==> src/rtl/uart_tx_arbiter_if.sv <==
// Byte-stream handshake bundle between the requesters, the arbiter and the TX FIFO enqueue port.
// The master side is the environment (requesters plus FIFO); the slave side is the arbiter.
interface uart_tx_arbiter_if #(
  parameter int NREQ = 4
);
  logic [NREQ-1:0][7:0] req_data;
  logic [NREQ-1:0]      req_valid;
  logic [NREQ-1:0]      req_last;
  logic [NREQ-1:0]      req_ready;
  logic [7:0]           txdata;
  logic                 txdata_valid;
  logic                 txfifo_full;

  modport master (
    output req_data, req_valid, req_last, txfifo_full,
    input  req_ready, txdata, txdata_valid
  );

  modport slave (
    input  req_data, req_valid, req_last, txfifo_full,
    output req_ready, txdata, txdata_valid
  );
endinterface

==> src/rtl/uart_tx_arbiter.sv <==
// Round-robin, packet-locking arbiter that feeds one UART TX FIFO from NREQ byte streams.
// A grant is held until the owner's last byte or MAX_BURST bytes; enqueues are paced 1 per 2 clk.
module uart_tx_arbiter #(
  parameter int NREQ      = 4,
  parameter int MAX_BURST = 16
) (
  input  logic             clk,
  input  logic             rst_n,
  uart_tx_arbiter_if.slave bus,
  input  logic             flush,
  output logic [NREQ-1:0]  grant,
  output logic             busy
);
  localparam int PW = $clog2(NREQ);
  localparam int CW = $clog2(MAX_BURST + 1);

  typedef enum logic {IDLE = 1'b0, LOCK = 1'b1} state_e;

  state_e          state_q, state_d;
  logic [NREQ-1:0] grant_q, grant_d;
  logic [PW-1:0]   ptr_q, ptr_d;
  logic [CW-1:0]   cnt_q, cnt_d;
  logic [7:0]      txdata_q, txdata_d;
  logic            txdata_valid_q, txdata_valid_d;

  logic [PW-1:0]   owner, owner_next, sel;
  logic [CW-1:0]   cnt_inc;
  logic            sel_found, pace_ok, hs;

  always_comb begin
    owner = '0;
    for (int i = 0; i < NREQ; i++) begin
      if (grant_q[i]) owner = PW'(i);
    end
    owner_next = (int'(owner) == NREQ - 1) ? '0 : owner + 1'b1;
  end

  // Scan starts at ptr so the previous owner has lowest priority next time.
  always_comb begin
    sel       = '0;
    sel_found = 1'b0;
    for (int k = 0; k < NREQ; k++) begin
      if (!sel_found && bus.req_valid[(int'(ptr_q) + k) % NREQ]) begin
        sel_found = 1'b1;
        sel       = PW'((int'(ptr_q) + k) % NREQ);
      end
    end
  end

  assign pace_ok       = !bus.txfifo_full && !txdata_valid_q && !flush;
  assign bus.req_ready = (state_q == LOCK) ? (grant_q & {NREQ{pace_ok}}) : '0;
  assign hs            = |(bus.req_ready & bus.req_valid);
  assign cnt_inc       = cnt_q + 1'b1;

  always_comb begin
    state_d        = state_q;
    grant_d        = grant_q;
    ptr_d          = ptr_q;
    cnt_d          = cnt_q;
    txdata_d       = txdata_q;
    txdata_valid_d = 1'b0;
    if (flush) begin
      state_d = IDLE;
      grant_d = '0;
      cnt_d   = '0;
      if (state_q == LOCK) ptr_d = owner_next;
    end else if (state_q == IDLE) begin
      if (sel_found) begin
        grant_d      = '0;
        grant_d[sel] = 1'b1;
        cnt_d        = '0;
        state_d      = LOCK;
      end
    end else if (hs) begin
      txdata_d       = bus.req_data[owner];
      txdata_valid_d = 1'b1;
      cnt_d          = cnt_inc;
      if (bus.req_last[owner] || cnt_inc == CW'(MAX_BURST)) begin
        state_d = IDLE;
        grant_d = '0;
        ptr_d   = owner_next;
      end
    end
  end

  always_ff @(posedge clk or negedge rst_n) begin
    if (!rst_n) begin
      state_q        <= IDLE;
      grant_q        <= '0;
      ptr_q          <= '0;
      cnt_q          <= '0;
      txdata_q       <= 8'h00;
      txdata_valid_q <= 1'b0;
    end else begin
      state_q        <= state_d;
      grant_q        <= grant_d;
      ptr_q          <= ptr_d;
      cnt_q          <= cnt_d;
      txdata_q       <= txdata_d;
      txdata_valid_q <= txdata_valid_d;
    end
  end

  assign grant            = grant_q;
  assign busy             = (state_q == LOCK);
  assign bus.txdata       = txdata_q;
  assign bus.txdata_valid = txdata_valid_q;
endmodule

==> src/flat_wrapper.sv <==
// flat-port wrapper written by rule: the top's interface ports become plain ports
module uart_tx_arbiter_flat 
#(
  parameter int NREQ      = 4,
  parameter int MAX_BURST = 16
)
  (clk, rst_n, flush, grant, busy, bus_req_data, bus_req_valid, bus_req_last, bus_txfifo_full, bus_req_ready, bus_txdata, bus_txdata_valid);
  uart_tx_arbiter_if #(.NREQ(NREQ)) bus_i ();
  input  logic clk;
  input  logic rst_n;
  input  logic flush;
  output logic [NREQ-1:0] grant;
  output logic busy;
  input wire logic [$bits(bus_i.req_data)-1:0] bus_req_data;
  input wire logic [$bits(bus_i.req_valid)-1:0] bus_req_valid;
  input wire logic [$bits(bus_i.req_last)-1:0] bus_req_last;
  input wire logic [$bits(bus_i.txfifo_full)-1:0] bus_txfifo_full;
  output wire logic [$bits(bus_i.req_ready)-1:0] bus_req_ready;
  output wire logic [$bits(bus_i.txdata)-1:0] bus_txdata;
  output wire logic [$bits(bus_i.txdata_valid)-1:0] bus_txdata_valid;
  assign bus_i.req_data = bus_req_data;
  assign bus_i.req_valid = bus_req_valid;
  assign bus_i.req_last = bus_req_last;
  assign bus_i.txfifo_full = bus_txfifo_full;
  assign bus_req_ready = bus_i.req_ready;
  assign bus_txdata = bus_i.txdata;
  assign bus_txdata_valid = bus_i.txdata_valid;
  uart_tx_arbiter #(.NREQ(NREQ), .MAX_BURST(MAX_BURST)) u_core (.clk(clk), .rst_n(rst_n), .bus(bus_i), .flush(flush), .grant(grant), .busy(busy));
endmodule
==> config.mk <==
export PLATFORM = sky130hd
export DESIGN_NAME = uart_tx_arbiter_flat
export DESIGN_NICKNAME = d
export VERILOG_FILES = /design/src/rtl/uart_tx_arbiter_if.sv /design/src/rtl/uart_tx_arbiter.sv /design/src/flat_wrapper.sv
export SDC_FILE = /design/constraint.sdc
export NUM_CORES = 1
export LEC_CHECK = 0
export CORE_MARGIN = 2
export CORE_UTILIZATION = 37
export CTS_CLUSTER_DIAMETER = 150
export DETAILED_ROUTE_END_ITERATION = 10
export PLACE_DENSITY = 0.74
export SYNTH_ARGS = -nofsm -noshare
export SYNTH_HDL_FRONTEND = slang
export SYNTH_SLANG_ARGS = --single-unit
export TNS_END_PERCENT = 100
==> constraint.sdc <==
create_clock -name clk -period 1.8 [get_ports clk]
set_clock_uncertainty 0.2 [all_clocks]
set_input_delay 0.36 -clock clk [delete_from_list [all_inputs] [get_ports clk]]
set_output_delay 0.36 -clock clk [all_outputs]
set_load 0.02 [all_outputs]
==> summary.md <==
| Metric | Value |
|---|---|
| First-pass GRT wire length | 6630 um |
| Die ar. | 4110 um^2 |
| Simple logic cell fraction of the synthesized area | 0.192 |
| Die Wd | 64.1 um |
| HP Class | in -> async |
| Pre-antenna DRT Iters | 4 |
| Post-Synth Adder-Cell Area | 0.00936 |
| Design area | 2310 um^2 |
| Clock Pin Slew Worst Setup and Hold Paths | 0.12 ns |
| WL per Instance | 15.2 um |
| Net Count, Synth | 193 |
| Setup_tns | -0.849 ns |
| Cell-internal power | 1090 uW |
| Floorplan core area | 3390 um^2 |
| Pins over their slew limit | 0 |
| Leak pwr | 0.000996 uW |
| Final period util | 1.09 |
| CP max stage delay | 0.43 ns |
| Hpwl dp | 3100 um |
| Register area share after synthesis | 0.393 |
| Vias | 1,456 |
| Failing checks | negative setup slack |
| Sw Share | 0.380 |
| Clock root cell | clkbuf_4 |
| Port bufs | 61 |
| Maximum VDD drop | 0.000389 V |
| Vias in the first global route | 1,488 |
| Clk pwr share | 0.130 |
| Chip Height | 64.1 um |
| Mux cell area share after synthesis | 0.152 |
| Flop pwr share | 0.391 |
| Inserted Clock Buffers | 3 |
| Final setup margin | -0.163 ns |
| Synth Area in Compound Gates | 0.196 |
| Clock sink count | 21 |
| Most frequent cells in the layout | 37 x clkdlybuf4s50_1, 25 x buf_4, 18 x mux2i_1, 18 x dlygate4sd2_1, 17 x nand2_1 |
| Row count | 21 |
| # Max-Cap Violations | 0 |
| RSZ-0062 raised after global routing | yes |
| Synthesis-stage register bit count | 21 |
| FMAX | 509 MHz |
| I/O pin cnt | 62 |
| Slew @ Worst Pin | 0.361 ns |
| M2 GR Usage | 0.379 |
| Hold buffers post-CTS | 0 |
| Remaining antenna violation count | 0 |
| Total track usage | 0.204 |
| Layout cells sized above 1 | 0.253 |
| Synth Area in XOR/XNOR | 0.0131 |
| CP Cell Sequence | nor4b_4, and2_1, buf_6 |
| Largest net degree at the start of global routing | 22 |
| Vias per cell | 5.22 |
| CTS tree | done |
| Largest family of logic cells by synthesized area | compound AO/OA/AOI/OAI gates |
| Drt drc | 0 |
| Min Tclk post-route | 1.96 ns |
| DRT Wirelength | 4240 um |
| Largest buffer count on any clock path | 2 |
| Post-Place Worst Slack | -0.782 ns |
| Global Route met1 Usage | 0.242 |
| Slowest CP cell | dfrtp_1 |
| Cells on worst reg2reg path | 7 |
| Area after DPL | 2130 um^2 |
| CTS HTree Levels | 1 |
| Final setup fails | 9 |
| WS Path Type | reg -> out |
| Net Switching | 665 uW |
| Initial antenna violation count | 0 |
| RD Place Congestion | 0.828 |
| Slew headroom | 0.757 |
| Initial Utilization | 0.394 |
| Commonest non-fill, non-tap cell in the layout | clkdlybuf4s50_1 |
| Final #Nets | 279 |
| N_diodes | 0 |
| Syn_area_per_cell | 9.03 um^2 |
| GRT busiest layer | met2 |
| Overflow after GRT | 0 |
| Setup crit end kind | output port |
| Status | finished with violations |
| WP data required | 1.24 ns |
| Post-Syn Area | 1340 um^2 |
| Crit Path Max Fanout | 5 |
| CP Launch Type | flip-flop |
| Count of cell types in the netlist | 36 |
| Synth Warn # | 0 |
| 1st-iter DRT viols | 66 |
| PwrDens | 759 nW/um^2 |
| Final Hold Vio Count | 0 |
| Arrival @ worst endpoint | 1.40 ns |
| Worst skew pair latency | 0.30 ns |
| M3 GR Usage | 0.0246 |
| Layout area overhead | 72.8% |
| Cell count after synthesis | 148 |
| Comb pwr share | 0.479 |
[critical path, delay by kind of cell (launching register included)]
kind                   cells  cell delay (ns)
AND/OR/NAND/NOR            2             0.55
flip-flops                 1             0.43
buffers and inverters      1             0.12
[synth_stat cells (all sizes together)]
master / n / share of area
ha: 1 / 0.0094
clkinv: 1 / 0.0037
buf: 5 / 0.022
and2: 5 / 0.023
nand4b: 1 / 0.0066
nor4: 1 / 0.0094
mux2: 2 / 0.017
nor4b: 2 / 0.024
o22a: 1 / 0.0066
a22o: 3 / 0.020
nand2: 18 / 0.052
o2bb2ai: 2 / 0.013
o22ai: 2 / 0.0094
a32oi: 1 / 0.0066
a21oi: 12 / 0.045
inv: 4 / 0.011
xor2: 2 / 0.013
a211oi: 1 / 0.0056
mux2i: 18 / 0.13
nor3: 1 / 0.0037
or4: 1 / 0.0056
a31o: 1 / 0.013
a22oi: 2 / 0.011
o21a: 1 / 0.0056
nand3: 1 / 0.0037
nor2b: 2 / 0.0094
nand2b: 2 / 0.0094
clkbuf: 3 / 0.0084
nor2: 15 / 0.044
o21ai: 16 / 0.060
dfrtp: 21 / 0.39
[area by class of cell]
type / count / area (um^2)
clock buffers: 3 / 22.5
clock inverters: 1 / 5.00
fillers: 274 / 1080
inverters: 5 / 23.8
multi-input cells: 114 / 830
flip-flops and latches: 21 / 532
well taps: 46 / 57.6
repair buffers: 89 / 838
[state kept, by name, summed over array words and instances, names as in the netlist]
register	flops
u_core.bus.txdata	8
u_core.bus.txdata_valid	1
u_core.busy	1
u_core.cnt_q	5
u_core.grant	4
u_core.ptr_q	2
[worst paths after layout]
check	from	end	slack [ns]
min in group clk	flush	u_core.busy	0.32
hold reg to reg	u_core.bus.txdata[4]	u_core.bus.txdata[4]	0.34
setup reg to reg	u_core.bus.txdata_valid	u_core.grant[3]	-0.10
max in group asynchronous	rst_n	u_core.grant[3]	0.97
hold / removal	rst_n	u_core.bus.txdata_valid	0.19
setup / recovery	u_core.bus.txdata_valid	bus_req_ready[3]	-0.16
[per-stage QoR]
| step | instances | power (uW) | util | hold WS, ns |
|---|---|---|---|---|
| global route | 279 | 1860 | 0.681 | 0.216 |
| floorplan | 148 | 1100 | - | -0.136 |
| global placement | 268 | 1510 | 0.629 | 0.312 |
| detailed placement | 268 | 1540 | 0.629 | 0.323 |
| finish | 279 | 1750 | 0.681 | 0.189 |
| CTS | 272 | 1690 | 0.632 | 0.198 |
[cell families (layout without fill, tap and decap cells)]
logic type	Yosys count	count (layout)
compound gates	42	42
flops	21	21
buf+inv	13	98
xor+xnor	2	2
fa+ha+maj	1	1
mux	20	20
simple gates	49	49
[power by group through the flow]
| stage | Combinational [uW] | Sequential (uW) | Clock, uW |
|---|---|---|---|
| after global placement | 830 | 684 | 0 |
| after global routing | 903 | 704 | 250 |
| final | 839 | 684 | 228 |
| after detailed placement | 850 | 690 | 0 |
| after floorplan | 301 | 800 | 0 |
| after CTS | 777 | 681 | 235 |
[per-layer routing]
layer,vias to the layer above,share of wire
li1,696,-
met1,696,0.39
met2,60,0.54
met3,4,0.057
met4,0,0.0099
met5,-,0
[what timing repair did]
action | CTS | global route
setup endpoints to repair | 34 | 11
gates resized for setup | 48 | 30
pin swaps | 5 | 6
cloned | 0 | 1
buffers inserted | 0 | 6
(Power assumes the default switching activity.)
